File: config.mk
export PLATFORM = sky130hd
export DESIGN_NAME = time_set_ctrl
export DESIGN_NICKNAME = d
export VERILOG_FILES = /design/src/rtl/time_set_ctrl.sv
export SDC_FILE = /design/constraint.sdc
export NUM_CORES = 1
export LEC_CHECK = 0
export ABC_AREA = 1
export BUFFER_PORTS_ARGS = -buffer_cell sky130_fd_sc_hd__buf_2
export CORE_ASPECT_RATIO = 1.5
export CORE_MARGIN = 2
export CORE_UTILIZATION = 40
export DETAILED_ROUTE_END_ITERATION = 10
export PLACE_DENSITY = 0.55
export SLEW_MARGIN = 5
export SYNTH_ARGS = -nofsm -noshare
export SYNTH_HDL_FRONTEND = slang
export SYNTH_SLANG_ARGS = --single-unit
File: constraint.sdc
create_clock -name clk -period 3.5 [get_ports clk]
set_clock_uncertainty 0.15 [all_clocks]
set_input_delay 0.175 -clock clk [delete_from_list [all_inputs] [get_ports clk]]
set_output_delay 0.175 -clock clk [all_outputs]
set_load 0.01 [all_outputs]
File: src/rtl/time_set_ctrl.sv
// time_set_ctrl: button-driven hh:mm:ss editor that commits the edited time via a valid/ready load
// Ports: clk, rst (sync, active-high); btn_mode/btn_inc/btn_dec debounced levels;
//    cur_hr/cur_min/cur_sec running time in; set_hr/set_min/set_sec edited time out;
//    load_valid/load_ready commit handshake; edit_field 0 none, 1 hr, 2 min, 3 sec; blink phase.
// Option: define AUTO_REPEAT_EN for auto-repeat of held inc/dec.
module time_set_ctrl #(
   parameter int unsigned CLK_HZ       = 100_000_000,
   parameter int unsigned TIMEOUT_S    = 30,
   parameter int unsigned BLINK_DIV    = 4,
   parameter int unsigned RPT_DELAY_MS = 500,
   parameter int unsigned RPT_RATE_MS  = 100
) (
   input  logic       clk,
   input  logic       rst,
   input  logic       btn_mode,
   input  logic       btn_inc,
   input  logic       btn_dec,
   input  logic [5:0] cur_sec,
   input  logic [5:0] cur_min,
   input  logic [4:0] cur_hr,
   output logic [5:0] set_sec,
   output logic [5:0] set_min,
   output logic [4:0] set_hr,
   output logic       load_valid,
   input  logic       load_ready,
   output logic [1:0] edit_field,
   output logic       blink
);
   localparam logic [63:0] TO_CYC = 64'(TIMEOUT_S) * 64'(CLK_HZ);
   localparam int TO_W = $clog2(TO_CYC + 64'd1);
   localparam int unsigned BL_CYC = CLK_HZ / BLINK_DIV;
   localparam int BL_W = $clog2(BL_CYC + 1);
   typedef enum logic [2:0] {S_IDLE, S_HR, S_MIN, S_SEC, S_COMMIT} state_t;
   state_t r_state, w_next;
   logic [2:0] r_lvl, r_pls;
   logic [4:0] r_hr;
   logic [5:0] r_min, r_sec;
   logic [TO_W-1:0] r_to;
   logic [BL_W-1:0] r_bcnt;
   logic r_boff;
   logic w_mode, w_up, w_dn, w_step, w_any, w_edit, w_to;
   logic w_rpt_inc, w_rpt_dec;
   function automatic logic [5:0] f_step(input logic [5:0] v, input logic [5:0] top, input logic up);
      return up ? ((v == top) ? 6'd0 : v + 6'd1) : ((v == 6'd0) ? top : v - 6'd1);
   endfunction
   // {mode, inc, dec}: level history and registered rising-edge pulses
   always_ff @(posedge clk)
      if (rst) begin
         r_lvl <= '0;
         r_pls <= '0;
      end else begin
         r_lvl <= {btn_mode, btn_inc, btn_dec};
         r_pls <= {btn_mode, btn_inc, btn_dec} & ~r_lvl;
      end
`ifdef AUTO_REPEAT_EN
   localparam int unsigned RD = CLK_HZ / 1000 * RPT_DELAY_MS;
   localparam int unsigned RR = CLK_HZ / 1000 * RPT_RATE_MS;
   localparam int RW = $clog2(RD + 1);
   logic [RW-1:0] r_rc_inc, r_rc_dec;
   // counter equals held-cycle index; after a repeat it jumps back so the next fires RR cycles later
   assign w_rpt_inc = r_lvl[1] & (r_rc_inc == RW'(RD - 1));
   assign w_rpt_dec = r_lvl[0] & (r_rc_dec == RW'(RD - 1));
   always_ff @(posedge clk)
      if (rst || !w_edit || w_mode || !r_lvl[1]) r_rc_inc <= '0;
      else r_rc_inc <= w_rpt_inc ? RW'(RD - RR) : r_rc_inc + 1'b1;
   always_ff @(posedge clk)
      if (rst || !w_edit || w_mode || !r_lvl[0]) r_rc_dec <= '0;
      else r_rc_dec <= w_rpt_dec ? RW'(RD - RR) : r_rc_dec + 1'b1;
`else
   logic [31:0] w_unused_rpt;
   assign w_unused_rpt = RPT_DELAY_MS ^ RPT_RATE_MS;
   assign w_rpt_inc = 1'b0;
   assign w_rpt_dec = 1'b0;
`endif
   assign w_mode = r_pls[2];
   assign w_up   = r_pls[1] | w_rpt_inc;
   assign w_dn   = r_pls[0] | w_rpt_dec;
   assign w_edit = r_state inside {S_HR, S_MIN, S_SEC};
   assign w_any  = (|r_pls) | w_rpt_inc | w_rpt_dec;
   assign w_step = w_edit & ~w_mode & (w_up ^ w_dn);
   assign w_to   = w_edit & ~w_any & (r_to == TO_W'(TO_CYC - 64'd1));
   always_ff @(posedge clk)
      r_state <= rst ? S_IDLE : w_next;
   always_comb begin
      w_next     = r_state;
      edit_field = 2'd0;
      load_valid = 1'b0;
      case (r_state)
         S_IDLE:   w_next = w_mode ? S_HR : S_IDLE;
         S_HR: begin
            edit_field = 2'd1;
            w_next     = w_to ? S_IDLE : w_mode ? S_MIN : S_HR;
         end
         S_MIN: begin
            edit_field = 2'd2;
            w_next     = w_to ? S_IDLE : w_mode ? S_SEC : S_MIN;
         end
         S_SEC: begin
            edit_field = 2'd3;
            w_next     = w_to ? S_IDLE : w_mode ? S_COMMIT : S_SEC;
         end
         S_COMMIT: begin
            load_valid = 1'b1;
            w_next     = load_ready ? S_IDLE : S_COMMIT;
         end
         default:  w_next = S_IDLE;
      endcase
   end
   always_ff @(posedge clk)
      if (rst) begin
         r_hr  <= '0;
         r_min <= '0;
         r_sec <= '0;
      end else if (r_state == S_IDLE && w_mode) begin
         r_hr  <= cur_hr;
         r_min <= cur_min;
         r_sec <= cur_sec;
      end else if (w_step) begin
         if (r_state == S_HR)  r_hr  <= 5'(f_step({1'b0, r_hr}, 6'd23, w_up));
         if (r_state == S_MIN) r_min <= f_step(r_min, 6'd59, w_up);
         if (r_state == S_SEC) r_sec <= f_step(r_sec, 6'd59, w_up);
      end
   // inactivity counter: any pulse or repeat step restarts it
   always_ff @(posedge clk)
      if (rst || !w_edit || w_any) r_to <= '0;
      else r_to <= r_to + 1'b1;
   // restart the divider on every state change so each field opens with blink=1
   always_ff @(posedge clk)
      if (rst || !w_edit || w_next != r_state) begin
         r_bcnt <= '0;
         r_boff <= 1'b0;
      end else if (r_bcnt == BL_W'(BL_CYC - 1)) begin
         r_bcnt <= '0;
         r_boff <= ~r_boff;
      end else r_bcnt <= r_bcnt + 1'b1;
   assign blink   = w_edit & ~r_boff;
   assign set_hr  = r_hr;
   assign set_min = r_min;
   assign set_sec = r_sec;
endmodule

==> impl_metrics.ini, run 1 <==
[clocking]
clkLatencyLatePin_ns = 0.34
cts_tree = done
numCtsBuffers = 9
clkTransAtPathRegs_ns = 0.06
ctsLongestPathBuffers = 2
cts-root-buf = clkbuf_16
htreeDepth = 3
cts_sinks = 84

[floorplan]
pin_count = 44
num_rows = 49
die_h_um = 139
die-area_mm2 = 0.0130
start_util_pct = 40.6
core_mm2 = 0.0119
die_w_um = 93.7

[logic_synthesis]
synth_edf_count = 0
avgSynthCellArea_um2 = 6.91
yosys_warnings = 0
synth_cell_types = 42
synth_fa_ha_area_share_pct = 2.85
ys_ff_latch = 84
synthArstFlopShare_pct = 0
synthXorXnorAreaFrac_pct = 7.26
syn_nets = 732
synth_cells = 698
synth-main-ff-cell = dfxtp_1
synth_top_family_by_area = simple AND/OR/NAND/NOR gates
synth_seq_area_share_pct = 34.8
synth.area.top_cells = dfxtp_1 35%, nand2_1 11%, nor2_1 7.1%, inv_1 5.8%, xor2_1 5.4%
netlist.area_leader.share_pct = 34.8
synth_compound_area_share_pct = 11.1
synth_top_area_cell = dfxtp_1
syn_area_mm2 = 0.00483
synth_mux_area_share_pct = 0
yosys.area_share.simple_pct = 35.7

[setup_path]
crit_path_end_kind = register
cp-start-kind = register
required_ns = 3.61
critPathSlowestCell = dfxtp_1
critPathMaxStageDelay_ns = 0.56
path_common_cell = nor2_1
cp_cell_sequence = inv_1 > ha_1 > nand2_1 > nor2_1 > nand3_2 > a31oi_1 > nor2_2 > nand3_4 > nor2_1
crit_fanout = 25
crit_arrival_ns = 2.53
worst-setup-path-type = register to register

[drt]
drc = 0
vias_per_cell = 5.14
avgRoutedWirePerCell_um = 13.4
drt_iter0_drc = 192
num_vias = 4673
wl_um = 12100
detail-route-antenna-nets = 0
first_pass_iters = 5

[timing]
tns_ns = 0
relSlewSlack_pct = 66.6
worst_slew_pin_slew_ns = 0.501
fin_crit_sh_pct = 69.2
maxSlewViolCount = 0
rsz0062_at_grt = no
min_period_ns = 2.42
finalHoldViolCount = 0
clock.fmax_mhz = 413
setup_viol = 0

[global_routing]
grt_max_degree = 28
grt_pass1_vias = 4539
grt_pass1_wl_um = 20600
use_met1_pct = 22.8
grt_usage_pct = 19.4
gr-total-overflow = 0
use_met3_pct = 2.89
busiest_layer = met2
grt_use_met2_pct = 34.6
antenna_found_initial = 0

[pwr]
p_seq_share_pct = 43.8
p_sw_share_pct = 25.8
power_switching_mw = 0.597
p_per_area_mw_per_mm2 = 412
leakage_nw = 2.06
intPower_mw = 1.71
power_frac_clock_pct = 44.7
pwr-share-comb_pct = 11.5
ir_worst_vdd_mv = 0.237

[cells_and_area]
seqCellArea_mm2 = 0.00168
final_cells = 909
fillers = 1260
diodes = 0
multi_input_area_mm2 = 0.00275
drive_above_1_share_pct = 14.6
area_growth_pct = 16.3
layout.nets = 785

[flow_run]
max-cap-violations = 0

[place]
place.gp.congestion = 0.854
hpwl_um = 9220
placedCellCount = 881
io_buffers = 43

[hold_path]
hp-class = input port to register

[run_status]
outcome = finished clean
==> area by class of cell <==
| type | instances | area share [%] |
|---|---|---|
| Sequential cell | 84 | 30.0 |
| Multi-Input combinational cell | 513 | 48.9 |
| Inverter | 87 | 5.82 |
| Clock inverter | 7 | 1.76 |
| Clock buffer | 9 | 4.01 |
| Timing Repair Buffer | 56 | 6.11 |
| Tap cell | 153 | 3.41 |
==> metrics by stage <==
step / util [%] / setup slack (ns) / instance area (µm²) / total power, mW / hold WS (ns)
after floorplan: - / 1.55 / 4830 / 1.21 / 0.150
after global placement: 43.5 / 1.14 / 5170 / 1.29 / 0.231
after detailed placement: 43.5 / 1.07 / 5170 / 1.29 / 0.234
after CTS: 47.2 / 1.05 / 5610 / 2.35 / 0.00347
after global routing: 47.2 / 0.771 / 5610 / 2.42 / 0.0197
final: 47.2 / 1.08 / 5610 / 2.31 / 0.0168
==> repair_timing <==
item                       CTS  global route
gates resized for setup      0             0
setup endpoints to repair    0             0
setup buffers                0             0
hold buffers                12             0
hold endpoints to repair    15             0
==> power groups by stage <==
stage | Clock, mW | Sequential (mW) | Combinational (mW)
after CTS | 1.07 | 1.01 | 0.266
after global placement | 0 | 1.03 | 0.255
after global routing | 1.10 | 1.02 | 0.301
final | 1.03 | 1.01 | 0.266
after floorplan | 0 | 1.03 | 0.185
after detailed placement | 0 | 1.03 | 0.254
==> logic make-up after synthesis <==
family                   after synthesis
AND/OR/NAND/NOR                      368
buffers and inverters                101
AO/OA/AOI/OAI                         94
flip-flops                            84
XOR/XNOR                              40
adder cells (fa/ha/maj)               11
==> registers in the layout, indices dropped and copies added (netlist names) <==
name     count
r_to        32
set_min      6
set_hr       5
r_bcnt      25
r_state      3
r_pls        3
r_boff       1
r_lvl        3
set_sec      6
==> critical path: cells and delay by family (launching register included) <==
family          cells  cell delay, ns
flops               1            0.56
compound gates      1            0.10
buf+inv             1            0.31
fa+ha+maj           1            0.28
simple gates        6            0.95
==> routing by layer <==
layer | vias up | part of all wire (%)
li1 | 2389 | -
met1 | 2151 | 41
met2 | 108 | 52
met3 | 25 | 3.7
met4 | 0 | 3.0
met5 | - | 0
==> cells in the mapped netlist, types with 3 or more instances <==
cell type    n
o21bai_1     3
inv_1       75
ha_1        11
nand2_1    140
nand4_1     14
a221oi_1     3
o211ai_1     7
a31oi_1      8
nand2_2      5
nor3_1      24
or2_2        4
nor2_4       3
nor4_1       3
inv_2       12
clkbuf_1    12
xnor2_1     10
xor2_1      30
o21ai_0     27
nor2_2      17
nand3_1     46
o22ai_1      3
a21oi_1     38
nand3b_1     3
nor3b_1      5
dfxtp_1     84
nor2_1      91
==> placed cells by master (no fill, tap or decap), drive strengths merged, types with 3 or more instances in the layout <==
master / n
o211ai: 7
a31oi: 8
nor3b: 6
ha: 11
dlygate4sd3: 12
a21oi: 38
nand2: 145
nand3: 48
nand4: 16
o21bai: 3
dfxtp: 84
nand3b: 3
or2: 6
clkbuf: 9
o21ai: 27
buf: 44
o22ai: 3
xnor2: 10
xor2: 30
clkinv: 3
nor3: 27
nor4: 4
inv: 88
a221oi: 3
nor2: 111
==> final timing paths <==
| check | from | end | slack (ns) | cells past startpoint |
|---|---|---|---|---|
| worst min register to register | r_lvl[2]$_SDFF_PP0_ | r_pls[2]$_SDFF_PP0_ | 0.24 | 1 |
| worst min-delay path | cur_sec[0] | set_sec[0]$_SDFFE_PP0P_ | 0.02 | 3 |
| worst max-delay path | r_pls[1]$_SDFF_PP0_ | r_bcnt[10]$_SDFF_PP0_ | 1.08 | 9 |
| worst max register to register | r_pls[1]$_SDFF_PP0_ | r_bcnt[10]$_SDFF_PP0_ | 1.08 | 9 |
(Power assumes the default switching activity.)
==> inputs of run 2 (changes only) <==
--- a/config.mk
+++ b/config.mk
@@ -11,7 +11,7 @@
 export CORE_MARGIN = 2
 export CORE_UTILIZATION = 40
 export DETAILED_ROUTE_END_ITERATION = 10
-export PLACE_DENSITY = 0.55
+export PLACE_DENSITY = 0.58
 export SLEW_MARGIN = 5
 export SYNTH_ARGS = -nofsm -noshare
 export SYNTH_HDL_FRONTEND = slang
==> constraint.sdc (replaced) <==
create_clock -name clk -period 2.02 [get_ports clk]
set_clock_uncertainty 0.15 [all_clocks]
set_input_delay 0.101 -clock clk [delete_from_list [all_inputs] [get_ports clk]]
set_output_delay 0.101 -clock clk [all_outputs]
set_load 0.01 [all_outputs]
==> run 2 against run 1 <==
Compared with the run above:
- setup slack worse by 0.99 ns
- critical endpoint is now r_bcnt[6]$_SDFF_PP0_
- clock-buffer cell count is 3 higher
- cell count is 2.5% higher
- worst hold slack better by 0.0024 ns
==> impl_metrics.ini, run 2 (synthesized netlist as in run 1, its figures left out) <==
[cells_and_area]
drive_above_1_share_pct = 18.5
final_cells = 932
diodes = 0
largest_register = r_to
layout.nets = 808
area_growth_pct = 22.3
largest_reg_flops = 32
layout_commonest_cell = nand2_1
final_cell_mix = 135 x nand2_1, 90 x nor2_1, 82 x dfxtp_1
final_area_mm2 = 0.00590
largestRegisters = r_to: 32 flops, r_bcnt: 25 flops

[hold_path]
hold_start = cur_hr[0]
whs_path_depth = 5
min_to = set_hr[0]$_SDFFE_PP0P_
hp-class = input port to register

[clocking]
cts-root-buf = clkbuf_16
htreeDepth = 3
clkTransAtPathRegs_ns = 0.06
ctsLongestPathBuffers = 2
clkLatencyLatePin_ns = 0.34
cts_sinks = 84
cts_tree = done
numCtsBuffers = 9

[floorplan]
die_h_um = 139
core_mm2 = 0.0119
die-area_mm2 = 0.0130
die_w_um = 93.7
num_rows = 49
start_util_pct = 40.6
pin_count = 44

[setup_path]
reg2reg_slack_ns = 0.09
worst_r2r_path_depth = 9
r2r-start = r_bcnt[1]$_SDFF_PP0_
crit_path_end_kind = register
crit_family = simple AND/OR/NAND/NOR gates
path_common_cell = nor2_1
path_buf_inv = 1
cp_cell_sequence = ha_2 > nand2_1 > nor2_4 > nand3_2 > nor2_1 > nand4_1 > buf_4 > nand3_4 > nor2_1
worst-setup-path-type = register to register
crit_fanout = 7
critPathMaxStageDelay_ns = 0.34
required_ns = 2.10
crit_arrival_ns = 2.02
critPathSlowestCell = dfxtp_1
r2r_end = r_bcnt[6]$_SDFF_PP0_
cp-start-kind = register

[timing]
setup_viol = 0
clock.fmax_mhz = 517
min_period_ns = 1.93
worst_slew_pin_slew_ns = 0.464
maxSlewViolCount = 0
finalHoldViolCount = 0
fin_crit_sh_pct = 95.7
relSlewSlack_pct = 69.0

[run_status]
outcome = finished clean

[global_routing]
grt_pass1_vias = 4565
grt_usage_pct = 18.9
antenna_found_initial = 0
grt_pass1_wl_um = 20100
grt_max_degree = 26
gr-total-overflow = 0

[drt]
num_vias = 4829
top_layer = met4
drt_iter0_drc = 286
met3_length_um = 447
wl_um = 12400
vias_per_cell = 5.18
dr_wl_met2_um = 6280
drt-met1-wl_um = 5310
avgRoutedWirePerCell_um = 13.3
first_pass_iters = 4
drc = 0
detail-route-antenna-nets = 0

[place]
hpwl_um = 8970
place.gp.congestion = 0.883
place_area_mm2 = 0.00526
placedCellCount = 893
io_buffers = 43

[flow_run]
max-cap-violations = 0

[pwr]
leakage_nw = 2.16
ir_worst_vdd_mv = 0.408
p_per_area_mw_per_mm2 = 679
-- run 2: cell count changes in the layout (fill, tap and decap cells not counted), moves of 3 or more --
cell,change
nand3_1,-3
dlygate4sd3_1,+4
buf_4,+16
nor2_2,-3
nand3_2,+4
nand2_1,-5
nand2_2,+5
nor2_4,+4
-- run 2: worst max-delay path by stage --
stage	from	to	slack (ns)	cells after the start
2_1_floorplan	r_pls[1]$_SDFF_PP0_	r_bcnt[18]$_SDFF_PP0_	0.07	11
3_3_place_gp	r_to[0]$_SDFF_PP0_	r_bcnt[0]$_SDFF_PP0_	0.11	10
3_5_place_dp	r_bcnt[0]$_SDFF_PP0_	r_bcnt[13]$_SDFF_PP0_	0.002	8
4_1_cts	r_to[0]$_SDFF_PP0_	r_to[20]$_SDFF_PP0_	0.002	9
5_1_grt	r_to[1]$_SDFF_PP0_	r_bcnt[13]$_SDFF_PP0_	-0.02	10
6_report	r_bcnt[1]$_SDFF_PP0_	r_bcnt[6]$_SDFF_PP0_	0.09	9
-- run 2: routing by layer --
layer  GRT usage, %  vias to the layer above
met5              0                        -
met4           7.09                        0
met3           3.92                       35
met2           33.0                       89
met1           22.3                     2252
li1               -                     2453
-- run 2: stage by stage --
stage	hold WS [ns]	total power, mW	setup WS [ns]	TNS (ns)	utilization, %
final	0.0192	4.01	0.0862	0	49.6
after floorplan	0.0756	2.10	0.0750	0	-
after global placement	0.172	2.23	0.111	0	44.2
after global routing	0.0291	4.20	-0.0211	-0.220	49.6
after detailed placement	0.190	2.24	0.00152	0	44.2
after CTS	0.0173	4.04	0.00184	0	48.3
-- run 2: final cells by class --
| cell class | instances | area [µm²] |
|---|---|---|
| inverter | 87 | 327 |
| tap | 153 | 191 |
| timing repair buffer | 76 | 503 |
| sequential | 84 | 1680 |
| clock inverter | 4 | 72.6 |
| fill | 1246 | 5990 |
| clock buffer | 12 | 246 |
| multi-input combinational | 516 | 2880 |
-- run 2: timing repair --
action / 4_1_cts / 5_1_grt
buffers inserted: 0 / 4
hold endpoints to repair: 19 / 0
pin swaps: 0 / 8
endpoints found under the setup margin: 6 / 38
resized for setup: 1 / 24
hold buffers: 16 / 0
cloned: 0 / 3
-- run 2: worst reg2reg max path, cell delays in order, from the launching register on --
cell	delay, ns
dfxtp_1	0.34
ha_2	0.19
nand2_1	0.09
nor2_4	0.18
nand3_2	0.12
nor2_1	0.14
nand4_1	0.18
buf_4	0.24
nand3_4	0.14
nor2_1	0.06
-- run 2: where the power goes --
part	switching (mW)	internal, mW
Sequential	0.0501	1.69
Combinational	0.288	0.204
Clock	0.656	1.12
Total	0.994	3.01
==> inputs of run 3 (changes only) <==
--- a/config.mk
+++ b/config.mk
@@ -7,7 +7,7 @@
 export LEC_CHECK = 0
 export ABC_AREA = 1
 export BUFFER_PORTS_ARGS = -buffer_cell sky130_fd_sc_hd__buf_2
-export CORE_ASPECT_RATIO = 1.5
+export CORE_ASPECT_RATIO = 1.75
 export CORE_MARGIN = 2
 export CORE_UTILIZATION = 40
 export DETAILED_ROUTE_END_ITERATION = 10
==> run 3 against run 2 <==
Compared with the run above:
- cell count down 1.7%
- maximum frequency up 2.4%
- non-clock buffer count unchanged
- sequential share of layout area about the same
- critical path type unchanged
- largest cell class unchanged
- largest power group unchanged
==> impl_metrics.ini, run 3 (synthesized netlist as in run 1, its figures left out) <==
[pwr]
ir_worst_vdd_mv = 0.406
p_per_area_mw_per_mm2 = 689
leakage_nw = 2.17
power_mw = 4.07

[cells_and_area]
largest_reg_flops = 32
drive_above_1_share_pct = 18.5
largestRegisters = r_to: 32 flops, r_bcnt: 25 flops
area_growth_pct = 22.5
largest_register = r_to
final_cells = 916
final_cell_mix = 137 x nand2_1, 89 x nor2_1, 82 x dfxtp_1
fillers = 1203
layout.nets = 808
layout_commonest_cell = nand2_1
diodes = 0

[setup_path]
cp-startpoint = r_pls[1]$_SDFF_PP0_
required_ns = 2.14
crit_path_end_kind = register
crit_arrival_ns = 2.01
cp-start-kind = register
r2r_end = r_bcnt[6]$_SDFF_PP0_
worst_r2r_path_depth = 9
critPathSlowestCell = dfxtp_1
reg2reg_slack_ns = 0.13
r2r-start = r_pls[1]$_SDFF_PP0_
crit_fanout = 6
worst-setup-path-type = register to register
cp_cell_sequence = inv_1 > ha_1 > nand2_1 > nor2_1 > nand3_4 > a31oi_4 > nor2_4 > nand3_2 > nor2_1
path_common_cell = nor2_1
critPathMaxStageDelay_ns = 0.33

[clocking]
htreeDepth = 3
cts_tree = done
clkLatencyLatePin_ns = 0.33
ctsLongestPathBuffers = 2
numCtsBuffers = 9
cts-root-buf = clkbuf_16
clkTransAtPathRegs_ns = 0.07
cts_sinks = 84

[drt]
drt_iter0_drc = 229
first_pass_iters = 4
num_vias = 4819
wl_um = 12700
detail-route-antenna-nets = 0
avgRoutedWirePerCell_um = 13.8
drc = 0
vias_per_cell = 5.26

[floorplan]
pin_count = 44
die-area_mm2 = 0.0130
die_w_um = 87.0
die_h_um = 149
num_rows = 53
core_mm2 = 0.0119
start_util_pct = 40.7

[global_routing]
antenna_found_initial = 0
grt_max_degree = 26
grt_usage_pct = 19.4
grt_pass1_vias = 4572
gr-total-overflow = 0
grt_pass1_wl_um = 20400

[hold_path]
hp-class = input port to register
hold_start = cur_hr[0]
whs_path_depth = 5
min_to = set_hr[0]$_SDFFE_PP0P_

[timing]
rsz0062_at_grt = yes
finalHoldViolCount = 0
relSlewSlack_pct = 61.4
setup_viol = 0
fin_hold_ws_ns = 0.0376
maxSlewViolCount = 0
setup_ws_ns = 0.131
worst_slew_pin_slew_ns = 0.574
clock.fmax_mhz = 529
min_period_ns = 1.89
fin_crit_sh_pct = 93.5

[place]
io_buffers = 43
place.gp.congestion = 0.876
pre_cts_ws_ns = -0.0155
placedCellCount = 876
hpwl_um = 9400

[run_status]
outcome = finished clean

[flow_run]
max-cap-violations = 0
==> run 3: cell count changes in the layout (fill, tap and decap cells not counted), sizes merged <==
cell	previous run	this run
clkbuf	12	10
inv	87	89
==> run 3: per-stage QoR <==
stage / utilization [%] / TNS, ns / instance area, µm²
floorplan: - / 0 / 4830
global route: 49.8 / -0.0276 / 5910
detailed placement: 44.1 / -0.139 / 5230
global placement: 44.1 / 0 / 5230
finish: 49.8 / 0 / 5910
CTS: 48.4 / 0 / 5750
==> run 3: worst max path at each step <==
| stage | to | slack (ns) | depth (start not counted) |
|---|---|---|---|
| after floorplan | r_bcnt[18]$_SDFF_PP0_ | 0.07 | 11 |
| after global placement | r_bcnt[0]$_SDFF_PP0_ | 0.08 | 10 |
| after detailed placement | r_bcnt[1]$_SDFF_PP0_ | -0.02 | 10 |
| after CTS | r_to[20]$_SDFF_PP0_ | 0.03 | 9 |
| after global routing | r_to[20]$_SDFF_PP0_ | -0.02 | 9 |
| final | r_bcnt[6]$_SDFF_PP0_ | 0.13 | 9 |
==> run 3: per-layer routing <==
metal / vias to the layer above / part of all wire, % / global-route usage, %
met4: 0 / 3.1 / 8.13
met3: 28 / 3.2 / 2.93
met2: 93 / 54 / 36.6
li1: 2435 / - / -
met1: 2263 / 40 / 20.7
met5: - / 0 / 0
==> run 3: worst max-delay path: cells and delay by family (launching register included) <==
| kind | cells | cell delay (ns) |
|---|---|---|
| and+or+nand+nor | 6 | 0.97 |
| DFF | 1 | 0.33 |
| adders and majority gates | 1 | 0.19 |
| AOI/OAI and AO/OA | 1 | 0.10 |
| buffers and inverters | 1 | 0.08 |
==> run 3: timing repair <==
| action | in CTS | in global routing |
|---|---|---|
| hold endpoints to repair | 19 | 0 |
| gates resized for setup | 3 | 22 |
| gates cloned | 1 | 2 |
| setup buffers | 0 | 5 |
| pin swaps | 0 | 7 |
| hold buffers | 16 | 0 |
| endpoints found under the setup margin | 15 | 36 |
==> run 3: cell type report <==
class	count	area, µm²	share of cell area (%)
well taps	137	171	2.90
clock inverters	6	93.8	1.59
inverters	87	327	5.52
flip-flops and latches	84	1680	28.5
repair buffers	76	503	8.51
clock buffers	10	239	4.04
multi-input cells	516	2890	48.9
==> run 3: where the power goes <==
| group | switching (mW) | internal (mW) |
|---|---|---|
| Sequential | 0.0556 | 1.69 |
| Clock | 0.695 | 1.13 |
| Combinational | 0.293 | 0.205 |
